==> config.mk <==
export PLATFORM = sky130hd
export DESIGN_NAME = hamming_dec
export DESIGN_NICKNAME = d
export VERILOG_FILES = /design/src/rtl/hamming_dec.sv
export SDC_FILE = /design/constraint.sdc
export NUM_CORES = 1
export LEC_CHECK = 0
export ABC_CLOCK_PERIOD_IN_PS = 4500
export BUFFER_PORTS_ARGS = -buffer_cell sky130_fd_sc_hd__buf_2
export CORE_AREA = 2 2 73 110
export DETAILED_ROUTE_END_ITERATION = 10
export DIE_AREA = 0 0 75 112
export GPL_ROUTABILITY_DRIVEN = 0
export MAX_ROUTING_LAYER = met4
export PLACE_DENSITY_LB_ADDON = 0.05
export SETUP_SLACK_MARGIN = 0.5
export SYNTH_ARGS = -nofsm -noshare
export SYNTH_HDL_FRONTEND = slang
export SYNTH_SLANG_ARGS = --single-unit
==> constraint.sdc <==
create_clock -name Clk -period 4.5 [get_ports Clk]
set_input_delay 0.9 -clock Clk [delete_from_list [all_inputs] [get_ports Clk]]
set_output_delay 0.9 -clock Clk [all_outputs]
set_load 0.1 [all_outputs]
==> src/rtl/hamming_dec.sv <==
// Byte-serial SECDED (16,11) decoder: collects a two-byte codeword, builds the
// syndrome one bit per cycle, corrects or flags it, and returns two result bytes.
module hamming_dec #(
  parameter int CNT_W = 8
) (
  input  logic             Clk,
  input  logic             Reset_n,
  input  logic [7:0]       InByte,
  input  logic             InValid,
  output logic             InReady,
  output logic [7:0]       OutByte,
  output logic             OutValid,
  input  logic             OutReady,
  input  logic             CntClr,
  output logic [CNT_W-1:0] CorrCount,
  output logic [CNT_W-1:0] DedCount
);

  typedef enum logic [2:0] {
    GET_LO  = 3'd0,
    GET_HI  = 3'd1,
    SYND    = 3'd2,
    CORR    = 3'd3,
    SEND_LO = 3'd4,
    SEND_HI = 3'd5
  } state_t;

  localparam logic [CNT_W-1:0] CNT_MAX = {CNT_W{1'b1}};
  localparam logic [CNT_W-1:0] CNT_ONE = CNT_W'(1'b1);

  state_t           state_r, state_s;
  logic [15:0]      cw_r;
  logic [3:0]       syn_r;
  logic [1:0]       scnt_r;
  logic [7:0]       out_byte_r, res_hi_r;
  logic             out_valid_r, in_ready_r;
  logic [CNT_W-1:0] corr_cnt_r, ded_cnt_r;
  logic             in_xfer_s, out_xfer_s, par_s;
  logic [15:0]      fixed_cw_s;
  logic [1:0]       status_s;
  logic [10:0]      data_s;

  // Syndrome bit k covers every position 1..15 whose index has bit k set.
  function automatic logic syn_bit(input logic [15:0] cw, input logic [1:0] k);
    logic       acc;
    logic [3:0] idx;
    acc = 1'b0;
    for (int i = 1; i < 16; i++) begin
      idx = 4'(i);
      acc = acc ^ (cw[i] & idx[k]);
    end
    return acc;
  endfunction

  function automatic logic parity16(input logic [15:0] v);
    return ^v;
  endfunction

  function automatic logic [10:0] extract_data(input logic [15:0] cw);
    return {cw[15:9], cw[7:5], cw[3]};
  endfunction

  assign in_xfer_s  = in_ready_r & InValid;
  assign out_xfer_s = out_valid_r & OutReady;

  // Correction and classification of the captured codeword.
  always_comb begin
    par_s      = parity16(cw_r);
    fixed_cw_s = cw_r;
    status_s   = 2'b00;
    if (par_s) begin
      fixed_cw_s = cw_r ^ (16'h0001 << syn_r);
      status_s   = 2'b01;
    end else if (syn_r != 4'd0) begin
      status_s   = 2'b10;
    end else begin
      status_s   = 2'b00;
    end
    data_s = extract_data(fixed_cw_s);
  end

  // Next-state logic.
  always_comb begin
    state_s = state_r;
    case (state_r)
      GET_LO:  if (in_xfer_s) state_s = GET_HI; else state_s = GET_LO;
      GET_HI:  if (in_xfer_s) state_s = SYND; else state_s = GET_HI;
      SYND:    if (scnt_r == 2'd3) state_s = CORR; else state_s = SYND;
      CORR:    state_s = SEND_LO;
      SEND_LO: if (out_xfer_s) state_s = SEND_HI; else state_s = SEND_LO;
      SEND_HI: if (out_xfer_s) state_s = GET_LO; else state_s = SEND_HI;
      default: state_s = GET_LO;
    endcase
  end

  // State register.
  always_ff @(posedge Clk or negedge Reset_n) begin
    if (!Reset_n) state_r <= GET_LO;
    else          state_r <= state_s;
  end

  // Datapath: capture, syndrome build, result staging and handshake flags.
  always_ff @(posedge Clk or negedge Reset_n) begin
    if (!Reset_n) begin
      cw_r        <= 16'h0000;
      syn_r       <= 4'h0;
      scnt_r      <= 2'd0;
      out_byte_r  <= 8'h00;
      res_hi_r    <= 8'h00;
      out_valid_r <= 1'b0;
      in_ready_r  <= 1'b1;
    end else begin
      in_ready_r  <= (state_s == GET_LO) || (state_s == GET_HI);
      out_valid_r <= (state_s == SEND_LO) || (state_s == SEND_HI);
      case (state_r)
        GET_LO: if (in_xfer_s) cw_r[7:0] <= InByte;
        GET_HI: begin
          if (in_xfer_s) begin
            cw_r[15:8] <= InByte;
            scnt_r     <= 2'd0;
          end
        end
        SYND: begin
          syn_r[scnt_r] <= syn_bit(cw_r, scnt_r);
          scnt_r        <= scnt_r + 2'd1;
        end
        CORR: begin
          out_byte_r <= data_s[7:0];
          res_hi_r   <= {status_s, 3'b000, data_s[10:8]};
        end
        SEND_LO: if (out_xfer_s) out_byte_r <= res_hi_r;
        SEND_HI: if (out_xfer_s) out_byte_r <= 8'h00;
        default: ;
      endcase
    end
  end

  // Saturating error counters; a clear overrides any increment.
  always_ff @(posedge Clk or negedge Reset_n) begin
    if (!Reset_n) begin
      corr_cnt_r <= '0;
      ded_cnt_r  <= '0;
    end else if (CntClr) begin
      corr_cnt_r <= '0;
      ded_cnt_r  <= '0;
    end else if (state_r == CORR) begin
      if (status_s == 2'b01 && corr_cnt_r != CNT_MAX) corr_cnt_r <= corr_cnt_r + CNT_ONE;
      if (status_s == 2'b10 && ded_cnt_r != CNT_MAX)  ded_cnt_r  <= ded_cnt_r + CNT_ONE;
    end
  end

  assign InReady   = in_ready_r;
  assign OutValid  = out_valid_r;
  assign OutByte   = out_byte_r;
  assign CorrCount = corr_cnt_r;
  assign DedCount  = ded_cnt_r;

endmodule

==> results of run 1 <==
## final timing paths
check | start | to | slack [ns] | depth (start not counted)
worst min-delay path | OutByte[5] | OutByte[5] | 0.51 | 2
worst min register to register | OutByte[5] | OutByte[5] | 0.51 | 2
worst max register to register | cw_r[11] | OutByte[7] | 1.64 | 7
min in group asynchronous | Reset_n | CorrCount[3] | 0.75 | 2
worst max-delay path | cw_r[11] | OutByte[7] | 1.64 | 7
max in group asynchronous | Reset_n | cw_r[10] | 3.25 | 2
## final cells by class
cell class	count	area, um^2	area share
clock buffer	8	146	0.0392
inverter	7	26.3	0.00704
multi-input combinational	249	1790	0.481
sequential	56	1400	0.376
tap	102	128	0.0342
timing repair buffer	44	235	0.0630
## cells in the final DEF (no fill, tap or decap), types with 7 or more instances in the layout
cell type / Yosys / layout
ha_1: 10 / 10
nand3_1: 13 / 13
or4_1: 15 / 15
mux2i_1: 7 / 7
nand2_1: 33 / 33
o21ai_0: 12 / 12
buf_2: 1 / 38
dfrtp_1: 55 / 55
mux2_2: 24 / 24
xnor2_1: 22 / 22
o31ai_1: 11 / 11
a31oi_1: 7 / 7
inv_1: 7 / 7
nand2b_1: 8 / 8
nor2b_1: 11 / 11
a21oi_1: 16 / 16
nor2_1: 13 / 13
## kinds of logic (layout without fill, tap and decap cells)
logic type / count (synthesis) / count (layout) / share of synthesized area
buffers and inverters: 20 / 59 / 0.0289
AO/OA/AOI/OAI: 60 / 60 / 0.117
adder cells (fa/ha/maj): 10 / 10 / 0.0380
AND/OR/NAND/NOR: 118 / 118 / 0.192
multiplexers: 32 / 32 / 0.107
flip-flops: 56 / 56 / 0.426
XOR/XNOR: 29 / 29 / 0.0909
## metrics by stage
stage | instances | hold slack, ns
floorplan | 325 | 0.450
global placement | 458 | 0.472
detailed placement | 458 | 0.484
CTS | 466 | 0.505
global route | 466 | 0.553
finish | 466 | 0.508
## state kept, by name, indices dropped and copies added (netlist names)
name / count
OutByte: 8
cw_r: 16
DedCount: 8
syn_r: 4
res_hi_r: 5
InReady: 1
scnt_r: 2
state_r: 3
OutValid: 1
CorrCount: 8
## routing by layer
metal	vias to the layer above	track usage	routed length (um)
met5	-	-	0
met4	0	0.0524	110
met3	8	0.0299	216
met2	47	0.357	4290
met1	1265	0.248	3230
li1	1246	-	-
## worst max-delay path, stage by stage, from the launching register on
cell and delay, ns:
dfrtp_1 0.44, xor2_1 0.19, xnor2_1 0.27, xnor2_2 0.19, xor2_2 0.95, buf_4 0.28
mux2i_1 0.07, or3_1 0.33
==> flow_summary.json, run 1 <==
{
  "totalNegativeSetupSlack_ns": 0,
  "drv_cap": 0,
  "post_cts_hold_buffer_count": 0,
  "detail_route.vias_per_cell": 5.51,
  "clock_tree.buffer_depth": 2,
  "clock_transition_at_the_registers_of_the_reported_paths_ns": 0.07,
  "floorplan.core_area_mm2": 0.00747,
  "hp-class": "flop to flop",
  "yosysWarningCount": 0,
  "antenna_diode_instance_count": 0,
  "worst_pin_slew_ns": 1.21,
  "ys_async_sr_fraction": 1.00,
  "postLayoutSetupSlackWorst_ns": 1.64,
  "die_area_mm2": 0.00840,
  "gr-total-overflow": 0,
  "tritoncts": "yes",
  "ctsHtreeMaxLevel": 2,
  "synth_sequential_area_ratio": 0.426,
  "routed_wl_per_cell_um": 16.8,
  "insertion_delay_ns": 0.29,
  "critPathArrivalTime_ns": 3.03,
  "setup.worst_path.end_class": "flop",
  "drive_gt1_frac": 0.231,
  "nFillCells": 706,
  "post_synth_instance_area_mm2": 0.00329,
  "grt_start_max_net_pins": 57,
  "yosysMostFrequentCell": "dfrtp_1",
  "timing.critical_path.from_type": "flop",
  "worst-setup-path-type": "flop to flop",
  "flow.area_growth_from_synthesis_pct": 13.4,
  "drtIter0Drc": 95,
  "min_period_over_period": 0.635,
  "largest_fanout_on_the_critical_path": 30,
  "cts.sink_count": 56,
  "cts_made_buffers": 5,
  "finalClockSkew_ns": 0.00859,
  "io_buffer_count": 38,
  "die_span_in_x_um": 75,
  "antenna_found_initial": 0,
  "post_dp_cell_area_mm2": 0.00358,
  "post_cts_resize_count": 0,
  "via_count": 2566,
  "setup_failing_eps_final": 0,
  "hold_viol": 0,
  "pin_count": 39,
  "required_ns": 4.67,
  "remaining_drc_errors": 0,
  "synth-edff-count": 0,
  "grt_first_pass_wirelength_um": 13000,
  "post_synth_inst_count": 325,
  "initial_core_util": 0.441,
  "rsz0062_at_grt": "false",
  "drtPass1Iterations": 4,
  "synth_ff_type": "dfrtp_1",
  "post_synth.cell_area_avg_um2": 10.1,
  "timing_max_transition_violations_final": 0,
  "postRouteAntennaNets": 0,
  "layout.core_utilization": 0.500,
  "cts_setup_buffers": 0,
  "stdcell_area_mm2": 0.00373,
  "achievable-frequency_ghz": 0.350,
  "max-slew-margin-rel": 0.196,
  "yosys.cell_types.count": 43,
  "synth.top_cell.area_share": 0.418,
  "std_cell_rows": 39,
  "synth_seq_cells": 56,
  "num-nets-final": 386,
  "syn_nets": 348,
  "route.final.wire_length_um": 7850,
  "die_h_um": 112,
  "dp_slack_ns": 1.69,
  "synth.cells.most_frequent": "dfrtp_1, nand2_1, mux2_2",
  "grt_pass1_vias": 2559,
  "outcome": "completed",
  "half_perimeter_wire_length_after_detailed_placement_um": 5700,
  "final_period_minus_worst_setup_slack_ns": 2.86,
  "clock_tree.root_cell": "clkbuf_16",
  "post_synth_main_area_contributors": "dfrtp_1, mux2_2, xnor2_1, ha_1, nand2_1",
  "synth.largest_area_cell": "dfrtp_1",
  "gr-usage-all-layers": 0.207
}
Power of run 1 is left out: the tool's default activity adds up to more than one toggle a clock period on the data nets, which glitch-free logic cannot reach.
==> inputs of run 2 (changes only) <==
ABC_AREA = 1   (was default)
ABC_CLOCK_PERIOD_IN_PS = 2600   (was 4500)
CORE_AREA = 2 2 77 116   (was 2 2 73 110)
DIE_AREA = 0 0 79 118   (was 0 0 75 112)
clock period = 2.6 ns   (was 4.5 ns; I/O delays follow)
==> flow_summary.json, run 2 <==
{
  "half_perimeter_wire_length_after_detailed_placement_um": 7220,
  "max-vdd-ir-drop_mv": 0.687,
  "die_h_um": 118,
  "num-nets-final": 585,
  "final_cell_mix": "nand2_1, dfrtp_1, inv_1",
  "setup.worst_path.end_class": "flop",
  "worst-setup-path-type": "flop to flop",
  "synth-edff-count": 0,
  "worst_hold_slack_ns": 0.216,
  "worst_pin_slew_ns": 0.678,
  "grt_start_max_net_pins": 57,
  "synth.top_cell.area_share": 0.378,
  "yosysWarningCount": 0,
  "clock_tree.root_cell": "clkbuf_16",
  "yosys.cell_types.count": 34,
  "routed_wl_per_cell_um": 14.0,
  "std_cell_rows": 41,
  "hp-class": "input port to asynchronous set/reset pin",
  "regMostFlops": "cw_r",
  "clock_transition_at_the_registers_of_the_reported_paths_ns": 0.08,
  "layout_commonest_cell": "nand2_1",
  "post_synth_instance_area_mm2": 0.00364,
  "insertion_delay_ns": 0.30,
  "ctsHtreeMaxLevel": 2,
  "clock_tree.buffer_depth": 2,
  "syn_nets": 539,
  "rsz0062_at_grt": "true",
  "grt_first_pass_wirelength_um": 15400,
  "post_synth.cell_area_avg_um2": 7.06,
  "antenna_diode_instance_count": 0,
  "finalClockSkew_ns": 0.00604,
  "floorplan.core_area_mm2": 0.00831,
  "timing.critical_path.from_type": "flop",
  "outcome": "completed",
  "cts_made_buffers": 5,
  "hold_viol": 0,
  "r2r.worst_path.cells": 11,
  "min_period_over_period": 0.753,
  "post_synth_inst_count": 516,
  "pin_count": 39,
  "yosysMostFrequentCell": "nand2_1",
  "post_synth_main_area_contributors": "dfrtp_1, nand2_1, inv_1, nand3_1, xor2_1",
  "synth_sequential_area_ratio": 0.385,
  "die_area_mm2": 0.00932,
  "cts.sink_count": 56,
  "post_cts_hold_buffer_count": 0,
  "critPathArrivalTime_ns": 2.15,
  "gr-usage-all-layers": 0.217,
  "ys_async_sr_fraction": 1.00,
  "initial_core_util": 0.438,
  "antenna_found_initial": 0,
  "drv_cap": 0,
  "power.static_leakage_nw": 2.25,
  "achievable-frequency_ghz": 0.510,
  "placed_cells_incl_taps": 658,
  "detail_route.vias_per_cell": 5.01,
  "stdcell_area_mm2": 0.00418,
  "die_span_in_x_um": 79,
  "synth.largest_area_cell": "dfrtp_1",
  "route.final.wire_length_um": 9360,
  "largest_fanout_on_the_critical_path": 4,
  "layout.cells.non_filler": 670,
  "largest_reg_flops": 16,
  "post_dp_cell_area_mm2": 0.00398,
  "drive_gt1_frac": 0.163,
  "synth_seq_cells": 56,
  "gr-total-overflow": 0,
  "drtIter0Drc": 136,
  "worstReg2RegEnd": "syn_r[3]",
  "rrSetupSlack_ns": 0.64,
  "synth.cells.most_frequent": "nand2_1, dfrtp_1, inv_1",
  "totalNegativeSetupSlack_ns": 0,
  "max-slew-margin-rel": 0.545,
  "via_count": 3354,
  "synth_ff_type": "dfrtp_1",
  "grt_pass1_vias": 3229,
  "tritoncts": "yes",
  "flow.area_growth_from_synthesis_pct": 14.7,
  "io_buffer_count": 38,
  "final_period_minus_worst_setup_slack_ns": 1.96,
  "timing_max_transition_violations_final": 0,
  "remaining_drc_errors": 0,
  "power.density_mw_per_mm2": 1350,
  "required_ns": 2.79,
  "setup_failing_eps_final": 0,
  "postRouteAntennaNets": 0,
  "timing.rr.start": "scnt_r[0]",
  "drtPass1Iterations": 4
}
## run 2: cell types whose count changed after synthesis, moves of 8 or more
cell and delta:
xnor2_1 -11, o31ai_1 -11, nor2_1 +24, nor2b_1 -11, inv_1 +46, a21oi_1 -9, nand2b_1 -8, nand2_1 +171
o21ai_0 +10, xor2_1 +19, or4_1 -15, mux2_2 -24, nand3_1 +25
## run 2: worst max-delay path by stage
stage / start / to / slack [ns] / cells after the start
floorplan: DedCount[3] / DedCount[2] / 0.58 / 9
global placement: scnt_r[0] / syn_r[3] / 0.51 / 11
detailed placement: scnt_r[0] / syn_r[3] / 0.47 / 11
CTS: scnt_r[1] / syn_r[3] / 0.50 / 11
global route: scnt_r[1] / syn_r[3] / 0.43 / 12
finish: scnt_r[0] / syn_r[3] / 0.64 / 11
## run 2: layout make-up
class / count / area [um^2]
multi-input combinational: 392 / 1980
tap: 107 / 134
fill: 855 / 4130
clock buffer: 6 / 139
clock inverter: 2 / 13.8
inverter: 60 / 236
sequential: 56 / 1410
timing repair buffer: 47 / 270
## run 2: layer usage
metal  global-route usage  wire (um)  vias to the layer above
met1                0.235       3720                     1570
li1                     -          -                     1699
met3               0.0322        258                       23
met4                0.103        418                        0
met2                0.383       4950                       62
met5                    -          0                        -
## run 2: cell families after synthesis
logic type,share of synthesized area
simple gates,0.373
buf+inv,0.0749
flops,0.385
compound gates,0.0587
xor+xnor,0.0745
fa+ha+maj,0.0343
## run 2: report_power, final
part | internal, mW | switching, mW
Sequential | 1.17 | 0.392
Combinational | 0.974 | 2.39
Clock | 0.386 | 0.326
## run 2: repair_timing
action                                  in CTS  in global routing
buffers inserted                             0                  4
pin swaps                                    0                  0
endpoints found under the setup margin       4                 18
resized for setup                            1                  8
hold endpoints to repair                     0                  0
## run 2: per-stage QoR
| stage | total power, mW | setup WS, ns | util |
|---|---|---|---|
| 6_report | 5.63 | 0.641 | 0.503 |
| 5_1_grt | 6.08 | 0.433 | 0.503 |
| 4_1_cts | 5.60 | 0.504 | 0.497 |
| 3_5_place_dp | 4.87 | 0.467 | 0.479 |
| 3_3_place_gp | 4.82 | 0.514 | 0.479 |
| 2_1_floorplan | 4.19 | 0.577 | - |
## run 2: worst max-delay path: stages (launching register included)
cell and delay (ns):
dfrtp_2 0.40, clkinvlp_4 0.12, ha_1 0.32, inv_1 0.08, nand2_1 0.08, xor2_2 0.21
xor2_1 0.18, nand2_1 0.07, nand2_1 0.10, nand2_1 0.12, nand3b_1 0.11, nand2_1 0.05
Note: power is estimated with default switching activity, not from simulation.
==> inputs of run 3 (changes only) <==
ABC_CLOCK_PERIOD_IN_PS = 1580   (was 2600)
clock period = 1.58 ns   (was 2.6 ns; I/O delays follow)
==> flow_summary.json, run 3 (synthesized netlist as in run 2, its figures left out) <==
{
  "outcome": "finished with violations",
  "failed_checks": "setup timing",
  "io_buffer_count": 38,
  "clock_transition_at_the_registers_of_the_reported_paths_ns": 0.08,
  "clock_tree.root_cell": "clkbuf_16",
  "clock_tree.buffer_depth": 2,
  "die_area_mm2": 0.00932,
  "hp-class": "input port to asynchronous set/reset pin",
  "dp_slack_ns": -0.340,
  "grt_start_max_net_pins": 57,
  "routed_wl_per_cell_um": 15.1,
  "worst_hold_slack_ns": 0.0147,
  "timing.critical_path.from_type": "flop",
  "largest_reg_flops": 16,
  "timing.critical_path.max_delay_family": "flip-flops",
  "largest_fanout_on_the_critical_path": 6,
  "timing.critical_path.to": "syn_r[2]",
  "achievable-frequency_ghz": 0.547,
  "globalRouteMet2Util": 0.522,
  "critPathArrivalTime_ns": 2.01,
  "setup.worst_path.end_class": "flop",
  "grt_first_pass_wirelength_um": 18800,
  "crit_path_frequent_cell": "nand2_2",
  "stdcell_area_mm2": 0.00587,
  "timing.rr.start": "scnt_r[1]",
  "post-layout-total-power_mw": 12.9,
  "die_h_um": 118,
  "antenna_diode_instance_count": 0,
  "postRouteAntennaNets": 0,
  "ctsHtreeMaxLevel": 2,
  "worst-path-buf-inv": 2,
  "crit_path_start": "scnt_r[1]",
  "top_usage_layer": "met2",
  "post_dp_cell_area_mm2": 0.00451,
  "insertion_delay_ns": 0.30,
  "detail_route.vias_per_cell": 5.00,
  "final_cell_mix": "nand2_1, buf_4, inv_1",
  "rrSetupSlack_ns": -0.25,
  "regMostFlops": "cw_r",
  "worst_pin_slew_ns": 0.326,
  "remaining_drc_errors": 0,
  "power.density_mw_per_mm2": 2200,
  "tritoncts": "yes",
  "hold_viol": 0,
  "max-vdd-ir-drop_mv": 1.29,
  "drtIter0Drc": 172,
  "gr-usage-all-layers": 0.266,
  "route.final.wire_length_um": 11500,
  "grt.met3_usage": 0.0322,
  "via_count": 3789,
  "r2r.worst_path.cells": 11,
  "cts_made_buffers": 5,
  "antenna_found_initial": 0,
  "floorplan.core_area_mm2": 0.00831,
  "postLayoutSetupSlackWorst_ns": -0.248,
  "max-slew-margin-rel": 0.783,
  "drv_cap": 0,
  "cts.sink_count": 56,
  "worstReg2RegEnd": "syn_r[2]",
  "initial_core_util": 0.438,
  "gr-total-overflow": 0,
  "worstPathCellList": "clkinv_4 -> ha_4 -> inv_2 -> nand2_2 -> xor2_2 -> xor2_1 -> nand2_1 -> nand2_2 -> nand2_2 -> nand3b_1 -> nand2_1",
  "die_span_in_x_um": 79,
  "std_cell_rows": 41,
  "worst-setup-path-type": "flop to flop",
  "rsz0062_at_grt": "true",
  "required_ns": 1.77,
  "critical-path-max-stage-delay_ns": 0.45,
  "setup_failing_eps_final": 31,
  "post_cts_hold_buffer_count": 0,
  "grt_pass1_vias": 3964,
  "drive_gt1_frac": 0.459,
  "timing_max_transition_violations_final": 0,
  "min_period_over_period": 1.16,
  "layout_commonest_cell": "nand2_1",
  "pin_count": 39,
  "num-nets-final": 673,
  "drtPass1Iterations": 5,
  "half_perimeter_wire_length_after_detailed_placement_um": 7450,
  "critical_path.slowest_cell": "dfrtp_2",
  "cp.depth": 11,
  "layout.core_utilization": 0.707,
  "global_route.usage.met1": 0.251,
  "final_period_minus_worst_setup_slack_ns": 1.83,
  "power.static_leakage_nw": 2.84,
  "flow.area_growth_from_synthesis_pct": 61.2,
  "finalClockSkew_ns": 0.00810
}
run 3: cell count changes in the layout (fill, tap and decap cells not counted), sizes merged:
| cell | before | now |
|---|---|---|
| buf | 47 | 129 |
| nand2 | 214 | 217 |
| nand3 | 40 | 43 |
| clkinv | 2 | 4 |
| inv | 59 | 57 |
run 3: through the flow:
| step | TNS (ns) | instances |
|---|---|---|
| floorplan | -1.17 | 516 |
| detailed placement | -6.48 | 704 |
| global route | -9.33 | 758 |
| finish | -4.00 | 758 |
| global placement | -4.90 | 704 |
| CTS | -3.27 | 754 |
run 3: area by class of cell:
type	instances	area, um^2
multi-input combinational	398	2530
fill	642	2440
timing repair buffer	129	1340
inverter	60	267
clock buffer	6	129
tap	107	134
clock inverter	2	16.3
sequential	56	1460
run 3: layer usage:
metal  part of all wire  vias up
li1                   -     1887
met1               0.35     1804
met2               0.59       75
met3              0.024       23
met4              0.037        0
met5                  0        -
run 3: repair_timing:
action | 4_1_cts | 5_1_grt
endpoints found under the setup margin | 82 | 82
setup buffers | 36 | 4
gates resized for setup | 191 | 32
pin swaps | 37 | 25
gates cloned | 6 | 0
run 3: power by group:
part | total (mW) | internal [mW] | switching (mW)
Clock | 1.14 | 0.593 | 0.543
Combinational | 9.19 | 3.91 | 5.27
Sequential | 2.61 | 1.97 | 0.632
Total | 12.9 | 6.48 | 6.45
run 3: worst min path at each step:
| stage | to | slack [ns] | cells after the start |
|---|---|---|---|
| floorplan | CorrCount[2] | 0.02 | 0 |
| global placement | CorrCount[2] | 0.34 | 2 |
| detailed placement | CorrCount[0] | 0.35 | 2 |
| CTS | CorrCount[0] | 0.03 | 2 |
| global route | CorrCount[4] | 0.03 | 2 |
| finish | CorrCount[2] | 0.01 | 2 |
